<file path="src/rtl/uart_rx_fifo_pkg.sv">
// uart_rx_fifo_pkg: shared UART receive constants, FSM encoding and tick divisor formula
package uart_rx_fifo_pkg;
  localparam int OVERSAMPLE = 16;
  localparam int MID_SAMPLE = 7;
  localparam int DATA_BITS = 8;
  typedef enum logic [2:0] {IDLE, START, DATA, STOP, BREAK} rx_state_t;
  function automatic int tick_div(input int clk_freq, input int baud);
    return clk_freq / (baud * OVERSAMPLE);
  endfunction
endpackage

</file>
<file path="src/rtl/sync_fifo.sv">
// sync_fifo: single-clock show-ahead FIFO with occupancy level and synchronous active-low reset
module sync_fifo #(
  parameter int WIDTH = 8,
  parameter int DEPTH = 16
) (
  input  logic                     clk,
  input  logic                     rst_n,
  input  logic                     push,
  input  logic                     pop,
  input  logic [WIDTH-1:0]         wdata,
  output logic [WIDTH-1:0]         rdata,
  output logic                     empty,
  output logic                     full,
  output logic [$clog2(DEPTH):0]   level
);
  localparam int AW = $clog2(DEPTH);
  logic [WIDTH-1:0] mem [DEPTH];
  logic [AW-1:0] wr_ptr, rd_ptr;
  logic do_push, do_pop;
  assign empty = level == '0;
  assign full = level[AW];
  assign do_pop = pop & ~empty;
  assign do_push = push & (~full | do_pop);
  assign rdata = empty ? '0 : mem[rd_ptr];
  always_ff @(posedge clk)
    if (do_push) mem[wr_ptr] <= wdata;
  always_ff @(posedge clk) begin
    if (!rst_n) begin
      wr_ptr <= '0;
      rd_ptr <= '0;
      level <= '0;
    end else begin
      if (do_push) wr_ptr <= wr_ptr + 1'b1;
      if (do_pop) rd_ptr <= rd_ptr + 1'b1;
      level <= level + (AW+1)'(do_push) - (AW+1)'(do_pop);
    end
  end
endmodule

</file>
<file path="src/rtl/uart_rx_fifo.sv">
// uart_rx_fifo: 16x-oversampled 8N1 UART receiver feeding a show-ahead byte FIFO
module uart_rx_fifo
  import uart_rx_fifo_pkg::*;
#(
  parameter int CLK_FREQ = 100_000_000,
  parameter int BAUD = 115200,
  parameter int DEPTH = 16
) (
  input  logic                     clk,
  input  logic                     rst_n,
  input  logic                     rx,
  input  logic                     rd_en,
  output logic [7:0]               rd_data,
  output logic                     rd_valid,
  output logic [$clog2(DEPTH):0]   level,
  output logic                     frame_err,
  output logic                     overflow
);
  localparam int DIV = tick_div(CLK_FREQ, BAUD);
  localparam int DW = DIV > 1 ? $clog2(DIV) : 1;
  logic rx_meta, rxs, armed, os_tick, mid, last, push, full, empty;
  logic [DW-1:0] div_cnt;
  logic [3:0] os_cnt;
  logic [2:0] bit_cnt;
  logic [7:0] shift;
  rx_state_t state, state_nx;
  assign os_tick = div_cnt == DW'(DIV-1);
  assign mid = os_cnt == 4'(MID_SAMPLE);
  assign last = os_cnt == 4'(OVERSAMPLE-1);
  assign rd_valid = ~empty;
  always_ff @(posedge clk) begin
    if (!rst_n) begin
      rx_meta <= 1'b1;
      rxs <= 1'b1;
      div_cnt <= '0;
      armed <= 1'b0;
    end else begin
      rx_meta <= rx;
      rxs <= rx_meta;
      div_cnt <= os_tick ? '0 : div_cnt + 1'b1;
      armed <= armed | (os_tick & rxs);
    end
  end
  always_ff @(posedge clk) begin
    if (!rst_n) begin
      state <= IDLE;
      os_cnt <= '0;
      bit_cnt <= '0;
      shift <= '0;
    end else if (os_tick) begin
      state <= state_nx;
      os_cnt <= state_nx != state ? '0 : os_cnt + 1'b1;
      if (state == START) bit_cnt <= '0;
      if (state == DATA && last) begin
        shift[bit_cnt] <= rxs;
        bit_cnt <= bit_cnt + 1'b1;
      end
    end
  end
  always_comb begin
    state_nx = state;
    unique case (state)
      IDLE:    state_nx = armed && !rxs ? START : IDLE;
      START:   state_nx = mid ? (rxs ? IDLE : DATA) : START;
      DATA:    state_nx = last && bit_cnt == 3'(DATA_BITS-1) ? STOP : DATA;
      STOP:    state_nx = last ? (rxs ? IDLE : BREAK) : STOP;
      BREAK:   state_nx = rxs ? IDLE : BREAK;
      default: state_nx = IDLE;
    endcase
  end
  always_comb begin
    push = os_tick && state == STOP && last && rxs;
    frame_err = os_tick && state == STOP && last && !rxs;
    overflow = push && full && !(rd_en && !empty);
  end
  sync_fifo #(.WIDTH(8), .DEPTH(DEPTH)) fifo (
    .clk(clk),
    .rst_n(rst_n),
    .push(push),
    .pop(rd_en),
    .wdata(shift),
    .rdata(rd_data),
    .empty(empty),
    .full(full),
    .level(level)
  );
endmodule

</file>
<file path="config.mk">
export PLATFORM = sky130hd
export DESIGN_NAME = uart_rx_fifo
export DESIGN_NICKNAME = d
export VERILOG_FILES = /design/src/rtl/uart_rx_fifo_pkg.sv /design/src/rtl/sync_fifo.sv /design/src/rtl/uart_rx_fifo.sv
export SDC_FILE = /design/constraint.sdc
export NUM_CORES = 1
export LEC_CHECK = 0
export BUFFER_PORTS_ARGS = -buffer_cell sky130_fd_sc_hd__buf_2
export CAP_MARGIN = 15
export CORE_ASPECT_RATIO = 0.9
export CORE_MARGIN = 1
export CORE_UTILIZATION = 46
export CTS_BUF_LIST = sky130_fd_sc_hd__clkbuf_16
export DETAILED_ROUTE_END_ITERATION = 6
export GPL_ROUTABILITY_DRIVEN = 0
export SYNTH_ARGS = -nofsm -noshare
export SYNTH_HDL_FRONTEND = slang
export SYNTH_SLANG_ARGS = --single-unit
</file>
<file path="constraint.sdc">
create_clock -name clk -period 3.01 [get_ports clk]
set_input_delay 0.7525 -clock clk [delete_from_list [all_inputs] [get_ports clk]]
set_output_delay 0.7525 -clock clk [all_outputs]
set_load 0.01 [all_outputs]
</file>
Word level (Yosys, flattened, before mapping) --
Memory sizes are Yosys's and may differ from the RTL's. A register that Yosys moved wholly into a read port is not among the register bits. Cells that the tools add are included.
Word-level totals: logic and storage cells 76, memory bits (writable) 128, bits in registers 40, input bits 4, memories kept 1
Memory list:
- fifo.mem | depth 16, bits a word 8, rd ports 1, clocked after memory_dff 1, wr ports 1, line sync_fifo.sv:17 | logic [WIDTH-1:0] mem [DEPTH];
Operators by class: eq/ne operators 9, add/sub/neg operators 7, bitwise logic cells 8, multiplexer cells 18, $lt $le $gt $ge 2, reduce and logical (&&, ||, !) cells 20
Operators by type and width (number):
- $pmux W3 S5 | 1
- $add A4 B1 Y4 const B | 3
- $mux W3 | 4
- $mux W4 | 3
- $logic_and A1 B1 Y1 | 11
- $bwmux W8 | 1
- $mux W8 | 1
- $add A6 B1 Y6 const B | 1
- $eq A3 B2 Y1 const B | 2
- $eq A3 B3 Y1 const B | 2
- $eq A6 B6 Y1 const B | 1
- $add A5 B1 Y5 | 1
- $logic_not A5 Y1 | 1
- $mux W1 | 5
- $sub A5 B1 Y5 | 1
- $eq A4 B3 Y1 const B | 1
- $eq A4 B4 Y1 const B | 1
- $lt A3 B4 Y1 const B | 1
- $mux W2 | 2
- $reduce_and A2 Y1 | 2
- $add A3 B1 Y3 const B | 1
- $and A1 B1 Y1 | 3
- $demux W1 S3 | 1
- $eq A3 B1 Y1 const B | 1
- 8 further kinds | 13

Longest topological paths before layout --
Gate-level depths: netlist (run 1).
depth in word-level cells 7, depth in mapped cells 15, gate-level depth less buffers 14

Hierarchy --
A second synthesis (run 1) with hierarchy kept.
Second synthesis, totals: cell total of the unflattened synthesis 498, area total of the unflattened synthesis 7283.2 sq um
By module, submodules not included:
- sync_fifo | sequential area each 4184.0 sq um, cells an instance 334, area each 5855.6 sq um, times used 1
- uart_rx_fifo | sequential area each 540.5 sq um, cells an instance 164, area each 1427.6 sq um, times used 1

Least setup slack after synthesis (run 1) --
No wires, ideal clock.
path kind reg2reg, from reg fifo.level[3], to reg fifo.level[4], arrival 2.710 ns, library setup time 0.121 ns, path slack 0.179 ns, stages on the path, launching flop included 16, required time 2.889 ns, cell sequence dfxtp_1 -> inv_1 -> ha_1 -> or4b_1 -> clkbuf_1 -> nand2_1 -> inv_1 -> ha_1 -> inv_1 -> ha_1 -> inv_1 -> fa_1 -> nand2b_1 -> a21oi_1 -> o21ai_0 -> nor3b_1
On the way: cells in the longest elaborated chain, start to end 7
Ends and longest elaborated chain:
- start: declaration | line sync_fifo.sv:14 | output logic [$clog2(DEPTH):0] level
- start signal: assignment | line sync_fifo.sv:35 | level <= level + (AW+1)'(do_push) - (AW+1)'(do_pop);
- $logic_not A5 Y1 * | line sync_fifo.sv:20 | assign empty = level == '0;
- $not A1 Y1 *
- via rd_valid | line uart_rx_fifo.sv:14 | output logic rd_valid,
- $and A1 B1 Y1 * | line sync_fifo.sv:22 | assign do_pop = pop & ~empty;
- via fifo.do_pop | line sync_fifo.sv:19 | logic do_push, do_pop;
- $or A1 B1 Y1 | line sync_fifo.sv:23 | assign do_push = push & (~full | do_pop);
- $and A1 B1 Y1 | line sync_fifo.sv:23
- $add A5 B1 Y5 | line sync_fifo.sv:35
- $sub A5 B1 Y5 * | line sync_fifo.sv:35
The timed path passes the listed nets; every way through them passes the cells marked *. A chain may end at the register's enable or synchronous reset.

==> results.rst, run 1 <==
.. list-table::
   :header-rows: 1

   * - Metric
     - Value
   * - Outcome
     - complete, no violations
   * - Bufs on Longest Clock Path
     - 2
   * - Post-synth top flop
     - sky130_fd_sc_hd__edfxtp_1
   * - Antenna violations before repair
     - 0
   * - Startpoint type of the worst setup path
     - register
   * - H-Tree Depth
     - 4
   * - Remaining number of nets flagged by the antenna check after routing
     - 0
   * - Routed vias
     - 3890
   * - VDD IR-drop max
     - 0.000362 V
   * - Mapped cell area
     - 7090 um2
   * - Port-buffer cells
     - 19
   * - Global-route congestion overflow total
     - 0
   * - Antenna diode count
     - 0
   * - Number of nets in the finished design
     - 501
   * - Count of buffers added by post-CTS timing repair for setup
     - 0
   * - Slew of the pin with the lowest slew margin
     - 0.757 ns
   * - DRC marker count from the first detailed-route iteration
     - 290
   * - Router iterations before antenna repair
     - 4
   * - Via count of the first global-routing pass
     - 3843
   * - Final count of hold timing violations
     - 0
   * - Largest net degree at the start of global routing
     - 25
   * - Fmax achieved
     - 343 MHz
   * - Site row count
     - 42
   * - Total placed cells including tap cells
     - 658
   * - Post-synthesis cell type count
     - 46
   * - Proportion of power drawn by combinational gates
     - 0.147
   * - Clk Tree Root Cell
     - sky130_fd_sc_hd__clkbuf_16
   * - Critical Path Sink Type
     - output port
   * - Min cycle time layout
     - 2.91 ns
   * - Max_slew headroom
     - 0.494
   * - CTS clk-pin slew, worst paths
     - 0.06 ns
   * - Static leakage
     - 3.04 nW
   * - Cell type contributing the most total cell area after synthesis
     - sky130_fd_sc_hd__edfxtp_1
   * - Half-perimeter wire length of the detailed placement result
     - 8620 um
   * - Die height
     - 120 um
   * - Clock power frac
     - 0.387
   * - Final clock period utilization by the worst path
     - 0.968
   * - Count of final setup violators
     - 0
   * - Flop and latch count out of synthesis
     - 172
   * - Layout cells sized above 1
     - 0.199
   * - Sinks on the clock net
     - 172
   * - Die area
     - 15900 um2
   * - Top-level port count
     - 20
   * - CTS tree
     - yes
   * - Final Max Slew Viols
     - 0
   * - Critical path class
     - register to output port
   * - Psw
     - 0.00138 W
   * - Synthesized area per cell
     - 15.6 um2
   * - Routed Wire Length
     - 14000 um
   * - Top post-synthesis cells by area
     - sky130_fd_sc_hd__edfxtp_1 54%, sky130_fd_sc_hd__dfxtp_1 12%, sky130_fd_sc_hd__mux4_2 10%
   * - DRC viols
     - 0
   * - Later-pin clock latency in the skew report
     - 0.43 ns
   * - Reported max-cap violation count
     - 0
   * - First-pass GRT wire length
     - 22000 um
   * - Core outline area
     - 14900 um2
   * - Internal power of the cells
     - 0.00429 W
   * - Power share of the sequential group
     - 0.465
   * - Final setup skew
     - 0.00874 ns
   * - Post-detailed-route via-to-cell ratio
     - 5.63
   * - Async S/R FF share, synth
     - 0
   * - Sequential-to-total area share from yosys stat
     - 0.666
   * - Inserted Clock Buffers
     - 17
   * - Share of total power consumed by net switching
     - 0.243
   * - Cells after synthesis
     - 455
   * - Number of enable-type register cells in the synthesized netlist
     - 128
   * - Type of the worst min-delay path
     - register to register
   * - Area added between synthesis and finish
     - 14.1%
   * - Post-Layout Cell Count
     - 691
   * - Final core area utilization
     - 0.544
   * - Cell with the most instances after synthesis
     - sky130_fd_sc_hd__edfxtp_1
   * - Worst path arrival time
     - 2.16 ns
   * - Starting density of the core
     - 0.477
   * - DIE WIDTH
     - 133 um
   * - Commonest cells in the synthesized netlist
     - 128 x sky130_fd_sc_hd__edfxtp_1, 44 x sky130_fd_sc_hd__dfxtp_1, 32 x sky130_fd_sc_hd__mux4_2, 22 x sky130_fd_sc_hd__mux2i_1, 22 x sky130_fd_sc_hd__nand2_1
   * - Total power divided by cell area
     - 700 nW/um2
   * - Portion of synthesized cell area occupied by the leading cell type
     - 0.542
   * - Unrepaired setup endpoints after global routing
     - true
   * - Global Route Usage Sum
     - 0.194
   * - Worst-path maximum fanout
     - 16
   * - Average wire length per cell after detail routing
     - 20.3 um
   * - Post-cts hold buffer count
     - 0
   * - Count of warnings emitted by yosys
     - 0
   * - Data required, critical path
     - 2.26 ns
   * - Number of nets produced by synthesis
     - 476
[path summary, 6_finish.rpt]
| check | start | end | slack, ns | cells past startpoint |
|---|---|---|---|---|
| worst min-delay path | rx_meta | rxs | 0.41 | 1 |
| worst max register to register | fifo.level[2] | fifo.level[4] | 0.30 | 14 |
| worst min register to register | rx_meta | rxs | 0.41 | 1 |
| worst max-delay path | register | rd_data[7] | 0.1 | 5 |
[power by group through the flow]
stage / sequential [W] / combinational [W] / clock, W
3_3_place_gp: 0.00268 / 0.000752 / 0
3_5_place_dp: 0.00268 / 0.000763 / 0
5_1_grt: 0.00264 / 0.000935 / 0.00233
6_report: 0.00264 / 0.000835 / 0.00219
2_1_floorplan: 0.00267 / 0.000567 / 0
4_1_cts: 0.00264 / 0.000823 / 0.00223
[through the flow]
step / power, W / hold WS, ns / setup slack, ns / instance area (um2) / setup TNS [ns]
after floorplan: 0.00324 / 0.386 / 0.179 / 7090 / 0
after global placement: 0.00343 / 0.408 / 0.295 / 7420 / 0
after detailed placement: 0.00344 / 0.404 / 0.231 / 7420 / 0
after CTS: 0.00569 / 0.421 / 0.0325 / 8050 / 0
after global routing: 0.00591 / 0.439 / -0.0208 / 8090 / -0.0208
final: 0.00566 / 0.415 / 0.0965 / 8090 / 0
[sequential cells by signal (all words and copies together) (netlist names), named ones only]
signal,count
fifo.mem,128
shift,8
div_cnt,6
fifo.level,5
fifo.rd_ptr,4
fifo.wr_ptr,4
os_cnt,4
bit_cnt,3
state,3
armed,1
rx_meta,1
rxs,1
[worst max-delay path, cell delays in order, from the launching register on]
cell	delay [ns]
sky130_fd_sc_hd__dfxtp_2	0.38
sky130_fd_sc_hd__bufbuf_16	0.35
sky130_fd_sc_hd__mux4_2	0.51
sky130_fd_sc_hd__mux2i_1	0.17
sky130_fd_sc_hd__o22ai_1	0.15
sky130_fd_sc_hd__buf_2	0.17
[per-layer routing]
layer | track usage | wire [um] | up-vias
met2 | 0.312 | 6930 | 62
met4 | 0.0769 | 197 | 0
met3 | 0.0444 | 477 | 15
met1 | 0.255 | 6390 | 1994
li1 | - | - | 1819
met5 | 0 | 0 | -
[final cells by class]
class	instances	area (um2)
fillers	1193	6780
flip-flops and latches	172	4730
multi-input cells	240	2220
clock buffers	19	475
well taps	198	248
repair buffers	28	213
clock inverters	13	123
inverters	21	78.8
[placed cells by master, fill, tap and decap left out, types with 6 or more instances in the layout]
cell type,Yosys,layout
sky130_fd_sc_hd__o22ai_1,8,8
sky130_fd_sc_hd__o21ai_0,6,6
sky130_fd_sc_hd__and4_1,7,6
sky130_fd_sc_hd__and2_1,14,14
sky130_fd_sc_hd__a21oi_1,12,11
sky130_fd_sc_hd__buf_2,3,19
sky130_fd_sc_hd__buf_4,2,6
sky130_fd_sc_hd__mux4_2,32,32
sky130_fd_sc_hd__a31oi_1,8,8
sky130_fd_sc_hd__nor2_1,19,19
sky130_fd_sc_hd__nand3_1,10,10
sky130_fd_sc_hd__xor2_1,6,6
sky130_fd_sc_hd__nand2_1,22,20
sky130_fd_sc_hd__clkbuf_16,0,19
sky130_fd_sc_hd__ha_1,16,15
sky130_fd_sc_hd__mux2i_1,22,21
sky130_fd_sc_hd__dfxtp_1,44,43
sky130_fd_sc_hd__edfxtp_1,128,128
sky130_fd_sc_hd__inv_1,20,24
[cells by family (layout without fill, tap and decap cells)]
family / Yosys count / count (layout) / share of synthesized area
AOI/OAI and AO/OA: 48 / 48 / 0.0436
xor gates and xnor gates: 11 / 11 / 0.0136
adders and majority gates: 17 / 17 / 0.0311
buffers and inverters: 43 / 81 / 0.0254
DFF: 172 / 172 / 0.666
muxes: 54 / 54 / 0.133
and+or+nand+nor: 110 / 110 / 0.0872
[what timing repair did]
| item | in CTS | in global routing |
|---|---|---|
| hold endpoints to repair | 0 | 0 |
| cloned | 1 | 0 |
| resized for setup | 3 | 9 |
| endpoints found under the setup margin | 9 | 7 |
Note: power is estimated with default switching activity, not from simulation.
==> inputs of run 2 (changes only) <==
CTS_BUF_LIST = not set   (was sky130_fd_sc_hd__clkbuf_16)
==> run 2 against run 1 <==
First-iteration DRC count rose by 5.9%. Register-to-register slack barely moved. Cell area rose by 0.25%. Die area did not move. Clock power rose by 3%. Flip-flop and latch count did not move. Combinational power barely moved. Largest cell class unchanged.
==> results.rst, run 2 (synthesis gave the netlist of run 1 again) <==
.. list-table::
   :header-rows: 1

   * - Metric
     - Value
   * - Static leakage
     - 3.03 nW
   * - Router iterations before antenna repair
     - 5
   * - Post-detailed-route via-to-cell ratio
     - 5.66
   * - Via count of the first global-routing pass
     - 3843
   * - Final setup skew
     - 0.00905 ns
   * - Fmax achieved
     - 344 MHz
   * - CTS tree
     - yes
   * - VDD IR-drop max
     - 0.000361 V
   * - Top Registers
     - fifo.mem (128), shift (8), div_cnt (6)
   * - Count of final setup violators
     - 0
   * - Worst hold slack after final layout
     - 0.415 ns
   * - Min cycle time layout
     - 2.91 ns
   * - Cell area after layout
     - 8110 um2
   * - Final clock period utilization by the worst path
     - 0.966
   * - Most frequent standard cell in the layout excluding fill and tap cells
     - sky130_fd_sc_hd__edfxtp_1
   * - DRC marker count from the first detailed-route iteration
     - 307
   * - Global Route Usage Sum
     - 0.194
   * - Worst path arrival time
     - 2.15 ns
   * - Worst path buffer plus inverter count
     - 2
   * - Total power divided by cell area
     - 706 nW/um2
   * - Final Max Slew Viols
     - 0
   * - Bufs on Longest Clock Path
     - 2
   * - Worst-path cell with the longest stage delay
     - sky130_fd_sc_hd__mux4_2
   * - Largest register FFs
     - 128
   * - Critical Path Max Stage Delay
     - 0.58 ns
   * - Fillers
     - 1189
   * - Average wire length per cell after detail routing
     - 20.2 um
   * - Critical path class
     - register to output port
   * - Critical Path Sink Type
     - output port
   * - DRC viols
     - 0
   * - Remaining number of nets flagged by the antenna check after routing
     - 0
   * - Total placed cells including tap cells
     - 658
   * - Inserted Clock Buffers
     - 17
   * - Data required, critical path
     - 2.26 ns
   * - Number of nets in the finished design
     - 501
   * - Clk Tree Root Cell
     - sky130_fd_sc_hd__clkbuf_16
   * - Cell area reported after detailed placement
     - 7420 um2
   * - Die area
     - 15900 um2
   * - Largest net degree at the start of global routing
     - 25
   * - Post-Layout Cell Count
     - 691
   * - H-Tree Depth
     - 4
   * - Top-level port count
     - 20
   * - Die height
     - 120 um
   * - Slew of the pin with the lowest slew margin
     - 0.757 ns
   * - Commonest non-fill, non-tap cells in the layout
     - 128 x sky130_fd_sc_hd__edfxtp_1, 43 x sky130_fd_sc_hd__dfxtp_1, 32 x sky130_fd_sc_hd__mux4_2
   * - Max_slew headroom
     - 0.495
   * - Antenna diode count
     - 0
   * - Global-route congestion overflow total
     - 0
   * - DIE WIDTH
     - 133 um
   * - Routed Wire Length
     - 14000 um
   * - Startpoint type of the worst setup path
     - register
   * - Port-buffer cells
     - 19
   * - Worst-path maximum fanout
     - 16
   * - Outcome
     - complete, no violations
   * - Final core area utilization
     - 0.545
   * - Gate family responsible for the most delay along the worst path
     - multiplexers
   * - Final count of hold timing violations
     - 0
   * - Layout cells sized above 1
     - 0.203
   * - Half-perimeter wire length of the detailed placement result
     - 8620 um
   * - Core outline area
     - 14900 um2
   * - Starting density of the core
     - 0.477
   * - Later-pin clock latency in the skew report
     - 0.43 ns
   * - Top register by number of flip-flops
     - fifo.mem
   * - Area added between synthesis and finish
     - 14.4%
   * - Antenna violations before repair
     - 0
   * - First-pass GRT wire length
     - 22000 um
   * - Sinks on the clock net
     - 172
   * - Unrepaired setup endpoints after global routing
     - true
   * - Site row count
     - 42
   * - Reported max-cap violation count
     - 0
   * - Sequence of cells on the critical path
     - buf_12, mux4_2, mux2i_1, o22ai_1, buf_2
   * - Routed vias
     - 3912
   * - CTS clk-pin slew, worst paths
     - 0.06 ns
   * - Type of the worst min-delay path
     - register to register
## run 2: changes by cell type in the layout (fill, tap and decap cells not counted)
cell                       previous run  this run
sky130_fd_sc_hd__inv_1               24        20
sky130_fd_sc_hd__clkinv_1             3         1
sky130_fd_sc_hd__clkbuf_8             0         2
sky130_fd_sc_hd__clkbuf_1             0         4
## run 2: area by class of cell
type / instances / area [um2] / area share
Sequential cell: 172 / 4730 / 0.583
Inverter: 21 / 78.8 / 0.00972
Multi-Input combinational cell: 240 / 2220 / 0.274
Tap cell: 198 / 248 / 0.0306
Clock buffer: 25 / 518 / 0.0639
Timing Repair Buffer: 28 / 213 / 0.0262
Clock inverter: 7 / 100 / 0.0123
## run 2: stage by stage
| stage | worst slack [ns] | setup TNS, ns | power, W |
|---|---|---|---|
| finish | 0.103 | 0 | 0.00573 |
| CTS | 0.0325 | 0 | 0.00576 |
| detailed placement | 0.231 | 0 | 0.00344 |
| global route | -0.0208 | -0.0208 | 0.00597 |
| floorplan | 0.179 | 0 | 0.00324 |
| global placement | 0.295 | 0 | 0.00343 |
## run 2: worst paths after layout
path / startpoint / end / slack [ns] / depth (start not counted)
max: register / rd_data[3] / 0.10 / 5
max reg2reg: fifo.level[2] / fifo.level[4] / 0.30 / 14
min reg2reg: rx_meta / rxs / 0.41 / 1
min: rx_meta / rxs / 0.41 / 1
## run 2: power by group
part,leakage (nW),internal [W],switching [W]
sequential,1.85,0.00257,0.0000614
clock,0.302,0.00137,0.000886
combinational,0.880,0.000405,0.000430
total,3.03,0.00435,0.00138
## run 2: what timing repair did
item | 4_1_cts | 5_1_grt
cloned | 1 | 0
hold buffers | 0 | 0
gates resized for setup | 3 | 9
endpoints found under the setup margin | 9 | 7
setup buffers | 0 | 0
## run 2: layer usage
metal,wire [um],track usage,part of all wire
met2,6910,0.312,0.49
met1,6350,0.255,0.45
met5,0,0,0
met4,182,0.0769,0.013
met3,544,0.0444,0.039
## run 2: worst reg2reg max path: stages (launching register included)
cell	delay (ns)
sky130_fd_sc_hd__dfxtp_1	0.32
sky130_fd_sc_hd__inv_1	0.08
sky130_fd_sc_hd__ha_1	0.13
sky130_fd_sc_hd__or4b_4	0.46
sky130_fd_sc_hd__nand2_2	0.11
sky130_fd_sc_hd__inv_1	0.05
sky130_fd_sc_hd__ha_1	0.26
sky130_fd_sc_hd__inv_1	0.06
sky130_fd_sc_hd__ha_1	0.16
sky130_fd_sc_hd__inv_1	0.05
sky130_fd_sc_hd__fa_1	0.38
sky130_fd_sc_hd__nand2b_1	0.17
sky130_fd_sc_hd__a21oi_2	0.14
sky130_fd_sc_hd__o21ai_0	0.08
sky130_fd_sc_hd__nor3b_1	0.14
